===== src/rtl/dbg_bridge_uart_tx.sv =====
// 8N1 UART transmitter that drains a show-ahead byte FIFO. The first start bit appears one
// clock after a pop from idle. A waiting byte is popped in the last stop-bit cycle, so frames run back to back.
module dbg_bridge_uart_tx #(
    parameter int CLK_DIV = 434,
    parameter int DIV_W   = 16
) (
    input  logic       clk_i,
    input  logic       rst_i,
    input  logic [7:0] data_i,
    input  logic       valid_i,
    output logic       pop_o,
    output logic       txd_o,
    output logic       busy_o
);

    localparam logic [1:0] S_IDLE  = 2'd0;
    localparam logic [1:0] S_START = 2'd1;
    localparam logic [1:0] S_DATA  = 2'd2;
    localparam logic [1:0] S_STOP  = 2'd3;

    localparam logic [DIV_W-1:0] DIV_LAST = DIV_W'(CLK_DIV - 1);
    localparam logic [DIV_W-1:0] DIV_ONE  = DIV_W'(1);

    logic [1:0]       state_q;
    logic [7:0]       shift_q;
    logic [DIV_W-1:0] div_q;
    logic [2:0]       bit_q;
    logic             txd_q;
    logic             div_done;

    assign div_done = (div_q == '0);
    assign pop_o    = valid_i & rst_i &
                      ((state_q == S_IDLE) | ((state_q == S_STOP) & div_done));
    assign txd_o    = txd_q;
    assign busy_o   = (state_q != S_IDLE);

    // txd_q is loaded with the level of the state being entered, so the line is glitch-free
    always_ff @(posedge clk_i or negedge rst_i) begin
        if (!rst_i) begin
            state_q <= S_IDLE;
            shift_q <= 8'h00;
            div_q   <= '0;
            bit_q   <= 3'd0;
            txd_q   <= 1'b1;
        end else begin
            case (state_q)
                S_IDLE: begin
                    if (pop_o) begin
                        shift_q <= data_i;
                        div_q   <= DIV_LAST;
                        state_q <= S_START;
                        txd_q   <= 1'b0;
                    end
                end
                S_START: begin
                    if (div_done) begin
                        div_q   <= DIV_LAST;
                        bit_q   <= 3'd0;
                        state_q <= S_DATA;
                        txd_q   <= shift_q[0];
                    end else begin
                        div_q <= div_q - DIV_ONE;
                    end
                end
                S_DATA: begin
                    if (div_done) begin
                        shift_q <= {1'b0, shift_q[7:1]};
                        div_q   <= DIV_LAST;
                        if (bit_q == 3'd7) begin
                            state_q <= S_STOP;
                            txd_q   <= 1'b1;
                        end else begin
                            bit_q <= bit_q + 3'd1;
                            txd_q <= shift_q[1];
                        end
                    end else begin
                        div_q <= div_q - DIV_ONE;
                    end
                end
                S_STOP: begin
                    if (div_done) begin
                        if (pop_o) begin
                            shift_q <= data_i;
                            div_q   <= DIV_LAST;
                            state_q <= S_START;
                            txd_q   <= 1'b0;
                        end else begin
                            state_q <= S_IDLE;
                            txd_q   <= 1'b1;
                        end
                    end else begin
                        div_q <= div_q - DIV_ONE;
                    end
                end
                default: begin
                    state_q <= S_IDLE;
                    txd_q   <= 1'b1;
                end
            endcase
        end
    end

endmodule


===== config.mk =====
export PLATFORM = sky130hd
export DESIGN_NAME = dbg_bridge_uart_tx
export DESIGN_NICKNAME = d
export VERILOG_FILES = /design/src/rtl/dbg_bridge_uart_tx.sv
export SDC_FILE = /design/constraint.sdc
export NUM_CORES = 1
export LEC_CHECK = 0
export BUFFER_PORTS_ARGS = -buffer_cell sky130_fd_sc_hd__buf_4
export CORE_UTILIZATION = 36
export CTS_CLUSTER_DIAMETER = 150
export DETAILED_ROUTE_END_ITERATION = 12
export GPL_TIMING_DRIVEN = 0
export PLACE_DENSITY_LB_ADDON = 0.08
export SETUP_SLACK_MARGIN = 0.2
export SYNTH_ARGS = -nofsm -noshare
export SYNTH_HDL_FRONTEND = slang
export SYNTH_SLANG_ARGS = --single-unit

===== constraint.sdc =====
create_clock -name clk_i -period 5.85 [get_ports clk_i]
set_input_delay 0 -clock clk_i [delete_from_list [all_inputs] [get_ports clk_i]]
set_output_delay 0 -clock clk_i [all_outputs]
set_load 0.01 [all_outputs]

**Word-level counts from Yosys, hierarchy flattened**

Index checks and enable logic that the tools add are counted.

- Latch bits: 0
- Memories kept: 0
- Output and inout bits: 3
- Flip-flop bits (word level): 30
- Bits of input ports: 11
- Memory bits (writable): 0
- Bits in read-only memories: 0

- Multipliers: 0
- Reduce and logical (&&, ||, !) cells: 10
- Shifts and indexed selects: 0
- $add $sub $neg: 2
- Bitwise operators: 4
- Divide/modulo/power cells: 0
- Equality and inequality tests: 10
- $lt $le $gt $ge: 0
- Multiplexer cells: 26

Operator list:

| kind | count |
|---|---|
| 2-to-1 mux 16 bit | 3 |
| case mux 16 bit (3 select lines) | 1 |
| 2-to-1 mux 8 bit | 3 |
| case mux 8 bit (3 select lines) | 1 |
| logical NOT 16 bit | 1 |
| subtractor 16 x 1 -> 16 bit (second input constant) | 1 |
| inequality test 2 bit (second input constant) | 6 |
| 2-to-1 mux 2 bit | 5 |
| 2-to-1 mux 3 bit | 3 |
| case mux 2 bit (4 select lines) | 1 |
| AND reduction 4 bit | 2 |
| 2-to-1 mux 1 bit | 7 |
| case mux 3 bit (2 select lines) | 1 |
| AND reduction 5 bit | 1 |
| equality test 2 bit (second input constant) | 2 |
| case mux 1 bit (4 select lines) | 1 |
| nonzero test 2 bit | 2 |
| adder 3 x 1 -> 3 bit (second input constant) | 1 |
| bitwise AND 1 bit | 3 |
| equality test 3 bit (second input constant) | 1 |
| AND reduction 3 bit | 1 |
| nonzero test 3 bit | 1 |
| equality test 2 x 1 -> 1 bit (second input constant) | 1 |
| logical NOT 2 bit | 1 |
| 2 further kinds | 2 |

**Longest topological paths before layout**

- Depth in word-level cells: 7
- Mapped depth: 9

**Worst setup path before layout**

Ideal clock, no wire load.

- Path type: register to register
- From: register div_q[0]
- To: register div_q[14]
- Stages on the path, launching flop included: 8
- Period minus slack after synthesis: 2040 ps
- Required time: 5729 ps
- Path slack: 3810 ps
- Arrival time: 1919 ps
- Cell sequence: dfrtp_1 > inv_1 > ha_1 > nor3b_1 > nor4b_4 > and3_1 > xor2_1 > a22o_1

- Longest elaborated chain between the ends: 7
- Elaborated cells on any way between the ends: 9
- Classes of those cells: add/sub (1); mux (4); bitwise (3); reduce/logical (1)

Ends and longest elaborated chain:

| element | RTL line | RTL |
|---|---|---|
| from (decl) | 26 | `logic [DIV_W-1:0] div_q;` |
| from (signal assigned) | 62 | `div_q <= div_q - DIV_ONE;` |
| from (signal assigned) | 77 | `div_q <= div_q - DIV_ONE;` |
| from (signal assigned) | 92 | `div_q <= div_q - DIV_ONE;` |
| parallel branches: the longest is 6 deep, another holds subtractor 16 x 1 -> 16 bit | - |  |
| case mux 16 bit (3 select lines) * | 46 | `case (state_q)` |

Mark *: on every way between the ends.
A chain may end at the register's enable or synchronous reset.

**Worst setup path in the final report**

Ends and elaborated chain as after synthesis.

==> results.md <==
* Core ar. at 0.005205 mm²
* Synthesized instance count at 218
* Post-Syn Area at 0.001977 mm²
* Num CTS Buffers at 5
* Worst slew margin at 44.42%
* Post-route non-filler standard cell count at 315
* Int Power at 0.7246 mW
* Commonest cells after routing, fill and taps aside: dfrtp_1, nor2_1, nor3_1
* Yosys cell types at 50
* Final WL at 4.818 mm
* Clk slew on worst S/H paths at 70 ps
* Outcome: finished clean
* Setup WS post-layout at 3426 ps
* Share of layout cells above drive strength 1 at 18.37%
* Switching power at 0.6257 mW
* Crit path time final at 2424 ps
* Clk buf depth at 2
* Max IR drop VDD at 0.2263 mV
* Num rows at 26
* Setup CP Type: reg -> reg
* Logic gate share of total power at 57.7%
* Die H at 76.11 µm
* TritonCTS Sinks at 30
* Routability congestion estimate at 0.7939
* Fmax at 412.6 MHz
* Hold slack final at 11.58 ps
* CTS Root Cell: clkbuf_8
* Fraction of power consumed by the clock network at 13.0%
* Most common cell after layout, fill and taps aside: dfrtp_1
* YS warnings at 0
* Slew @ Worst Pin at 831.9 ps
* N_diodes at 0
* Port bufs at 13
* CTS tree: done
* Initial core utilization at 37.98%
* Number of global-route vias before repair at 1669
* First-pass DRT Iterations at 4
* Worst EP required at 6020 ps
* CP Capture Type: register
* Synth-to-layout area growth at 17.03%
* Drt wl/cell at 15.30 µm
* Cell total after placement at 301
* DR vias at 1742
* Crit path DAT at 2600 ps
* Gr usage total at 18.08%
* I/O pins at 14
* Vias per cell at 5.530
* Number of DRC markers in iteration 0 at 94
* Setup Viol. Count Final at 0
* Startpoint class of the critical path: register
* Clk_lat worst skew at 280 ps
* GRT Residual Overflow at 0
* Layout Nets at 264
* FILL cells at 552
* Post-CTS Setup Bufs at 0
* Die area at 0.005792 mm²
* Hold Fails Final Rpt at 0
* Worst Hold Class: in -> reg
* Clk_skew at 2.292 ps
* Leak Pwr at 1.004 nW
* Final worst path period share at 41.43%
* Register area share after synthesis at 38.04%
* First-pass GRT wire length at 8.307 mm
* Final core occ at 44.45%
* Setup TNS at 0 ps
* CP Max Fanout at 7
* Sequential share of power at 29.4%
* Syn nets at 238
* CTS resizes at 0
* Net Sw Frac at 46.34%
* # DRC at 0
* MaxCap Viol Count at 0
* RSZ-0062 raised after global routing: no
* DPL Wire Length at 3.452 mm
* Antenna violations before repair at 0
* Final antenna-violating net count at 0
* Syn_area_per_cell at 9.068 µm²
* PwrDens at 583.7 mW/mm²
* Place WS at 3409 ps
* Die Wd at 76.11 µm
* Maximum level of the CTS H-tree at 2
* Largest net degree at the start of global routing at 33
* Slew Viols, Final at 0
* #FFs+latches synth at 30
* Hold-fix buffers at CTS at 6
path summary, 6_finish.rpt:
path | startpoint | endpoint | slack (ps) | cells after the start
min in group asynchronous | rst_i | shift_q[4] | 190 | 2
worst min register to register | shift_q[7] | shift_q[7] | 490 | 1
worst max register to register | div_q[0] | div_q[14] | 3430 | 7
worst max-delay path | div_q[0] | div_q[14] | 3430 | 7
max in group asynchronous | rst_i | txd_o | 5320 | 2
worst min-delay path | data_i[6] | shift_q[6] | 10 | 2
cells in the mapped netlist (all sizes together):
| library cell | n | area, µm² |
|---|---|---|
| mux2i | 2 | 20.02 |
| nor3b | 4 | 30.03 |
| o21ai | 16 | 80.08 |
| dfrtp | 29 | 725.7 |
| and4 | 2 | 17.52 |
| a21oi | 11 | 58.81 |
| dfstp | 1 | 26.28 |
| a2bb2oi | 1 | 8.760 |
| a21o | 3 | 22.52 |
| a22oi | 2 | 15.01 |
| and3 | 2 | 12.51 |
| o2bb2ai | 3 | 26.28 |
| nor2 | 26 | 97.59 |
| nor4b | 2 | 32.53 |
| nand4 | 1 | 6.260 |
| o41ai | 1 | 8.760 |
| or3 | 4 | 25.02 |
| a211oi | 1 | 7.510 |
| nor4 | 8 | 71.32 |
| nand2b | 4 | 25.02 |
| inv | 8 | 30.03 |
| o221a | 7 | 78.83 |
| nand2 | 11 | 41.29 |
| xor2 | 1 | 8.760 |
| a221oi | 2 | 35.04 |
| nor3 | 20 | 105.1 |
| nand3 | 2 | 15.01 |
| and2 | 1 | 6.260 |
| a31oi | 9 | 56.30 |
| a22o | 3 | 26.28 |
| or2 | 1 | 6.260 |
| ha | 9 | 112.6 |
| buf | 7 | 50.05 |
| or4 | 2 | 18.77 |
| clkbuf | 6 | 25.02 |
| o22ai | 3 | 18.77 |
| a32o | 1 | 10.01 |
| o31ai | 1 | 7.510 |
| o21bai | 1 | 7.510 |
power groups by stage:
stage | registers [mW] | logic (mW) | clock network, mW
after floorplan | 0.377 | 0.611 | 0
after global placement | 0.399 | 0.770 | 0
after detailed placement | 0.399 | 0.779 | 0
after CTS | 0.396 | 0.782 | 0.182
after global routing | 0.412 | 0.877 | 0.190
final | 0.396 | 0.778 | 0.175
cells by family (layout without fill, tap and decap cells):
group / Yosys count / count (layout) / share of synthesized area (%)
buf+inv: 21 / 48 / 5.316
flops: 30 / 30 / 38.04
simple gates: 90 / 90 / 25.82
xor+xnor: 1 / 1 / 0.4431
compound gates: 65 / 65 / 23.67
fa+ha+maj: 9 / 9 / 5.696
mux: 2 / 2 / 1.013
area by class of cell:
type / count / area, µm² / area share [%]
multi-input combinational: 167 / 1120 / 48.40
sequential: 30 / 752.0 / 32.50
timing repair buffer: 19 / 157.7 / 6.814
tap: 70 / 87.58 / 3.786
clock buffer: 7 / 86.33 / 3.732
buffer: 13 / 75.07 / 3.245
inverter: 8 / 30.03 / 1.298
clock inverter: 1 / 5.005 / 0.2163
sequential cells by signal, summed over array words and instances (netlist names):
register / cells
txd_o: 1
shift_q: 8
div_q: 16
state_q: 2
bit_q: 3
critical path: stages (launching register included):
cell and delay, ps:
dfrtp_1 420, inv_1 120, ha_1 190, nor3b_1 700
nor4b_4 420, and3_1 220, xor2_1 70, a22o_1 190
layer usage:
metal	part of all wire [%]	GRT usage [%]	wire (µm)	vias to the layer above
met1	51	26.24	2472	842
met4	1.2	5.769	59	0
met2	45	27.00	2157	21
met5	0	0	0	-
li1	-	-	-	872
met3	2.7	3.353	128	7
stage by stage:
step	power [mW]	instance area, µm²
finish	1.350	2313
global route	1.478	2313
CTS	1.361	2313
detailed placement	1.177	2162
global placement	1.169	2162
floorplan	0.9879	1977
Power figures use the tool's default switching activity.
